--- config.mk ---
export PLATFORM = sky130hd
export DESIGN_NAME = axis_accumulate_reduce
export DESIGN_NICKNAME = d
export VERILOG_FILES = /design/src/rtl/axis_acc_pkg.sv /design/src/rtl/axis_accumulate_reduce.sv
export SDC_FILE = /design/constraint.sdc
export NUM_CORES = 1
export LEC_CHECK = 0
export BUFFER_PORTS_ARGS = -buffer_cell sky130_fd_sc_hd__buf_2
export CORE_MARGIN = 5
export CORE_UTILIZATION = 49
export DETAILED_ROUTE_END_ITERATION = 10
export PLACE_DENSITY = 0.79
export SLEW_MARGIN = 20
export SYNTH_ARGS = -nofsm -noshare
export SYNTH_HDL_FRONTEND = slang
export SYNTH_SLANG_ARGS = --single-unit
--- constraint.sdc ---
create_clock -name ap_clk -period 2.23 [get_ports ap_clk]
set_clock_uncertainty 0.15 [all_clocks]
set_input_delay 0.1115 -clock ap_clk [delete_from_list [all_inputs] [get_ports ap_clk]]
set_output_delay 0.1115 -clock ap_clk [all_outputs]
set_load 0.02 [all_outputs]
--- src/rtl/axis_acc_pkg.sv ---
// Shared helpers for the AXI-Stream accumulate/reduce stage: signedness mode and
// width-generic extend / saturating-add functions operating on MAX_W-bit containers.
package axis_acc_pkg;

    localparam int MAX_W = 64;

    typedef enum logic {
        MODE_UNSIGNED = 1'b0,
        MODE_SIGNED   = 1'b1
    } sign_mode_e;

    // Extends the low in_w bits of x to the full container, filling with the sign bit
    // in signed mode and with zeros otherwise.
    function automatic logic [MAX_W-1:0] ext_to_acc(
        input logic [MAX_W-1:0] x,
        input int               in_w,
        input sign_mode_e       mode
    );
        logic [MAX_W-1:0] low_mask;
        logic [MAX_W-1:0] sign_bit;
        logic             neg;
        low_mask = (in_w >= MAX_W) ? '1 : ((MAX_W'(1) << in_w) - MAX_W'(1));
        sign_bit = MAX_W'(1) << (in_w - 1);
        neg      = (mode == MODE_SIGNED) && ((x & sign_bit) != '0);
        return (x & low_mask) | (neg ? ~low_mask : '0);
    endfunction

    // Adds two acc_w-bit values one bit wider than the accumulator and clamps the
    // result into the representable range; callers keep the low acc_w bits.
    function automatic logic [MAX_W-1:0] sat_add(
        input logic [MAX_W-1:0] a,
        input logic [MAX_W-1:0] b,
        input int               acc_w,
        input sign_mode_e       mode
    );
        logic [MAX_W-1:0] sa, sb, sum, mask, sbit, carry;
        logic             a_neg, b_neg, s_neg;
        logic [MAX_W-1:0] r;
        sa    = ext_to_acc(a, acc_w, mode);
        sb    = ext_to_acc(b, acc_w, mode);
        sum   = sa + sb;
        mask  = (MAX_W'(1) << acc_w) - MAX_W'(1);
        sbit  = MAX_W'(1) << (acc_w - 1);
        carry = MAX_W'(1) << acc_w;
        a_neg = (sa & sbit) != '0;
        b_neg = (sb & sbit) != '0;
        s_neg = (sum & sbit) != '0;
        r     = sum;
        if (mode == MODE_UNSIGNED) begin
            if ((sum & carry) != '0) r = mask;
        end else begin
            if (!a_neg && !b_neg && s_neg)     r = mask >> 1;
            else if (a_neg && b_neg && !s_neg) r = sbit;
        end
        return r;
    endfunction

endpackage

--- src/rtl/axis_accumulate_reduce.sv ---
// Sums each group of NUM_ITEMS input words into one ACC_WIDTH output word with a single
// registered output slot. Define ACC_SATURATE_EN to clamp instead of wrapping.
module axis_accumulate_reduce
    import axis_acc_pkg::*;
#(
    parameter int INPUT_WIDTH  = 8,
    parameter int SIGNED_INPUT = 0,
    parameter int ACC_WIDTH    = 16,
    parameter int NUM_ITEMS    = 4
) (
    input  logic                   ap_clk,
    input  logic                   ap_rst,
    input  logic [INPUT_WIDTH-1:0] s_axis_input0_tdata,
    input  logic                   s_axis_input0_tvalid,
    output logic                   s_axis_input0_tready,
    output logic [ACC_WIDTH-1:0]   m_axis_output0_tdata,
    output logic                   m_axis_output0_tvalid,
    input  logic                   m_axis_output0_tready
);

    localparam int CNT_WIDTH = (NUM_ITEMS > 1) ? $clog2(NUM_ITEMS) : 1;
    localparam logic [CNT_WIDTH-1:0] LAST_CNT = CNT_WIDTH'(NUM_ITEMS - 1);
    localparam sign_mode_e MODE = (SIGNED_INPUT != 0) ? MODE_SIGNED : MODE_UNSIGNED;

    logic [ACC_WIDTH-1:0] acc_reg, acc_next;
    logic [ACC_WIDTH-1:0] data_reg, data_next;
    logic [CNT_WIDTH-1:0] cnt_reg, cnt_next;
    logic                 valid_reg, valid_next;
    logic [ACC_WIDTH-1:0] ext_x;
    logic [ACC_WIDTH-1:0] sum;
    logic                 in_fire, out_fire, last_beat;

    assign last_beat             = (cnt_reg == LAST_CNT);
    // Only the closing beat of a group needs the output slot to be free.
    assign s_axis_input0_tready  = ~ap_rst & (~last_beat | ~valid_reg | m_axis_output0_tready);
    assign in_fire               = s_axis_input0_tvalid & s_axis_input0_tready;
    assign out_fire              = valid_reg & m_axis_output0_tready;
    assign m_axis_output0_tdata  = data_reg;
    assign m_axis_output0_tvalid = valid_reg;

    always_comb begin
        ext_x = ACC_WIDTH'(ext_to_acc(MAX_W'(s_axis_input0_tdata), INPUT_WIDTH, MODE));
`ifdef ACC_SATURATE_EN
        sum = ACC_WIDTH'(sat_add(MAX_W'(acc_reg), MAX_W'(ext_x), ACC_WIDTH, MODE));
`else
        sum = acc_reg + ext_x;
`endif
    end

    always_comb begin
        acc_next   = acc_reg;
        cnt_next   = cnt_reg;
        data_next  = data_reg;
        valid_next = valid_reg;
        if (out_fire) valid_next = 1'b0;
        if (in_fire) begin
            if (last_beat) begin
                data_next  = sum;
                valid_next = 1'b1;
                acc_next   = '0;
                cnt_next   = '0;
            end else begin
                acc_next = sum;
                cnt_next = cnt_reg + 1'b1;
            end
        end
    end

    always_ff @(posedge ap_clk) begin
        if (ap_rst) begin
            acc_reg   <= '0;
            cnt_reg   <= '0;
            data_reg  <= '0;
            valid_reg <= 1'b0;
        end else begin
            acc_reg   <= acc_next;
            cnt_reg   <= cnt_next;
            data_reg  <= data_next;
            valid_reg <= valid_next;
        end
    end

endmodule

==> impl_metrics.py <==
metrics = {
    "status": {
        "status": "finished, final reports clean",
    },
    "sta": {
        "slew_viol_final": 0,
        "whs_ps": 22.76,
        "fmaxAchievable_mhz": 470.2,
        "tightest_slew_ps": 461.0,
        "fin_crit_sh_pct": 95.37,
        "setup_tns_ps": 0,
        "hold_viol_final": 0,
        "setup_viol": 0,
        "finalCriticalPeriod_ps": 2127,
        "slew_headroom_pct": 69.27,
    },
    "yosys": {
        "syn-mean-instance-area_sq_um": 8.504,
        "synth_edf_count": 0,
        "synth_xor_area_share_pct": 5.013,
        "synth-simple-area-share_pct": 21.35,
        "yosysSeqAreaShare_pct": 36.46,
        "syn-instance-count": 226,
        "syn_nets": 248,
        "synthAdderAreaFrac_pct": 6.901,
        "synth_compound_area_share_pct": 25.00,
        "synth_seq_cells": 35,
        "synth_cell_types": 48,
        "ys.flop_type": "dfxtp_1",
        "synthArstFlopShare_pct": 0,
        "yosys-mux-area-fraction_pct": 0,
        "mappedNetlistArea_sq_um": 1922,
        "yosysWarnings": 0,
        "synth_top_family_by_area": "compound AO/OA/AOI/OAI gates",
    },
    "run": {
        "cap_violations": 0,
    },
    "detailed_routing": {
        "wirelength_mm": 4.494,
        "avgRoutedWirePerCell_um": 14.54,
        "vias": 1768,
        "remaining_drc_errors": 0,
        "firstDrtPassIters": 4,
        "final_antenna_net_count": 0,
        "drt_iter0_markers": 142,
        "vias_per_cell": 5.722,
    },
    "clock_network": {
        "worst_skew_pair.late_latency_ps": 290,
        "htree_num_levels": 2,
        "clockBufferDepth": 2,
        "cts.sinks": 35,
        "cts_buffers": 5,
        "cts_tree": "done",
        "cts_hold_buffers": 0,
        "cts.root.buffer_cell": "clkbuf_8",
        "clk_pin_slew_ps": 70,
    },
    "critical_path": {
        "cp.arrival_ps": 2160,
        "critical-path-slowest-cell": "ha_2",
        "cp_max_fo": 5,
        "cp.required_ps": 2260,
        "start_kind": "flop",
        "end_kind": "flop",
        "worst-setup-path-type": "flop to flop",
        "critPathMaxStageDelay_ps": 400,
        "path_cells": "ha_2 -> inv_1 -> o221a_2 -> nand2b_1 -> and2_1 -> o41ai_1",
    },
    "layout": {
        "drive_above_1_share_pct": 24.14,
        "final_util_pct": 60.43,
        "synthToLayoutAreaGrowth_pct": 17.71,
        "diodes": 0,
        "final_common_cell": "dfxtp_1",
        "finalNonFillerCells": 309,
        "fin_nets": 282,
        "final_cell_mix": "dfxtp_1 (35), buf_2 (29), nand2_1 (25), a21oi_1 (21), nor2_1 (15)",
    },
    "die": {
        "die_x_um": 72.63,
        "die-area_sq_um": 5274,
        "core_sq_um": 3744,
        "ios": 30,
        "rows": 22,
        "die_y_um": 72.63,
        "start_util_pct": 51.34,
    },
    "global_routing": {
        "grt_max_degree": 17,
        "gr-total-overflow": 0,
        "grt_pass1_vias": 1657,
        "grt_usage_pct": 17.71,
        "antenna_found_initial": 0,
        "grt_pass1_wl_mm": 7.424,
    },
    "power_and_ir_drop": {
        "sw_frac_of_total_pct": 29.10,
        "p_seq_share_pct": 48.0,
        "comb_power_share_pct": 19.1,
        "vdd_drop_max_uv": 409.7,
        "total_power_mw": 1.364,
        "intPower_uw": 967.4,
        "powerDensity_nw_per_um2": 603.2,
        "p_clk_share_pct": 32.9,
        "power.switching_uw": 397.1,
        "p_leak_nw": 0.8746,
    },
    "placed_design": {
        "gp_congestion": 0.8350,
        "io_buffers": 29,
        "place.detailed.hpwl_mm": 3.252,
        "place_inst": 301,
    },
    "min_path": {
        "hold_path.class": "primary input to flop",
    },
}
-- logic make-up after synthesis --
family,Yosys count
flops,35
simple gates,80
xor+xnor,11
compound gates,71
fa+ha+maj,10
buf+inv,19
-- per-stage QoR --
step | cell area (sq um) | setup slack [ps]
floorplan | 1922 | 234.8
global placement | 2138 | 133.1
detailed placement | 2138 | 84.13
CTS | 2220 | 54.80
global route | 2262 | -6.773
finish | 2262 | 103.1
-- cell type report --
class                   instances  area [sq um]
well taps                      48         60.06
fillers                       334          1481
clock buffers                   7         76.32
clock inverters                 1         5.005
inverters                       4         15.01
flip-flops and latches         35         700.7
repair buffers                 42         242.7
multi-input cells             172          1162
-- Yosys cell counts, types with 4 or more instances --
master / number / area [sq um]
nand3_1: 10 / 50.05
a31oi_1: 5 / 31.28
xnor2_1: 5 / 43.79
clkbuf_1: 6 / 22.52
xor2_1: 6 / 52.55
nand3b_1: 4 / 30.03
or4_1: 4 / 30.03
o211ai_1: 4 / 30.03
nand2_1: 25 / 93.84
buf_2: 5 / 25.02
a21oi_1: 23 / 115.1
nor2_1: 15 / 56.30
a211oi_1: 8 / 60.06
ha_1: 9 / 112.6
dfxtp_1: 35 / 700.7
o21ai_0: 7 / 35.03
-- path summary, 6_finish.rpt --
path	to	slack, ps	cells past startpoint	from
hold / removal	acc_reg[14]	20	2	ap_rst
setup / recovery	acc_reg[12]	100	6	acc_reg[5]
hold reg to reg	m_axis_output0_tdata[13]	300	2	m_axis_output0_tdata[13]
setup reg to reg	acc_reg[12]	100	6	acc_reg[5]
-- critical path: cells and delay by family, from the launching register on --
kind                     cells  cell delay, ps
AO/OA/AOI/OAI                2             650
adder cells (fa/ha/maj)      1             400
buffers and inverters        1             120
flip-flops                   1             320
AND/OR/NAND/NOR              2             380
-- metal layers --
metal	up-vias	GRT usage [%]	part of all wire [%]
met2	43	27.66	46
li1	898	-	-
met3	8	3.719	5.2
met4	0	6.557	1.4
met1	819	23.99	48
met5	-	0	0
-- power groups by stage --
stage | clock, mW | combinational [mW] | sequential, mW
2_1_floorplan | 0 | 0.181 | 0.667
3_3_place_gp | 0 | 0.241 | 0.668
3_5_place_dp | 0 | 0.241 | 0.669
4_1_cts | 0.456 | 0.245 | 0.655
5_1_grt | 0.487 | 0.285 | 0.656
6_report | 0.449 | 0.260 | 0.655
-- timing repair --
item	4_1_cts	5_1_grt
setup endpoints to repair	0	15
resized for setup	0	8
buffers inserted	0	0
(Power assumes the default switching activity.)
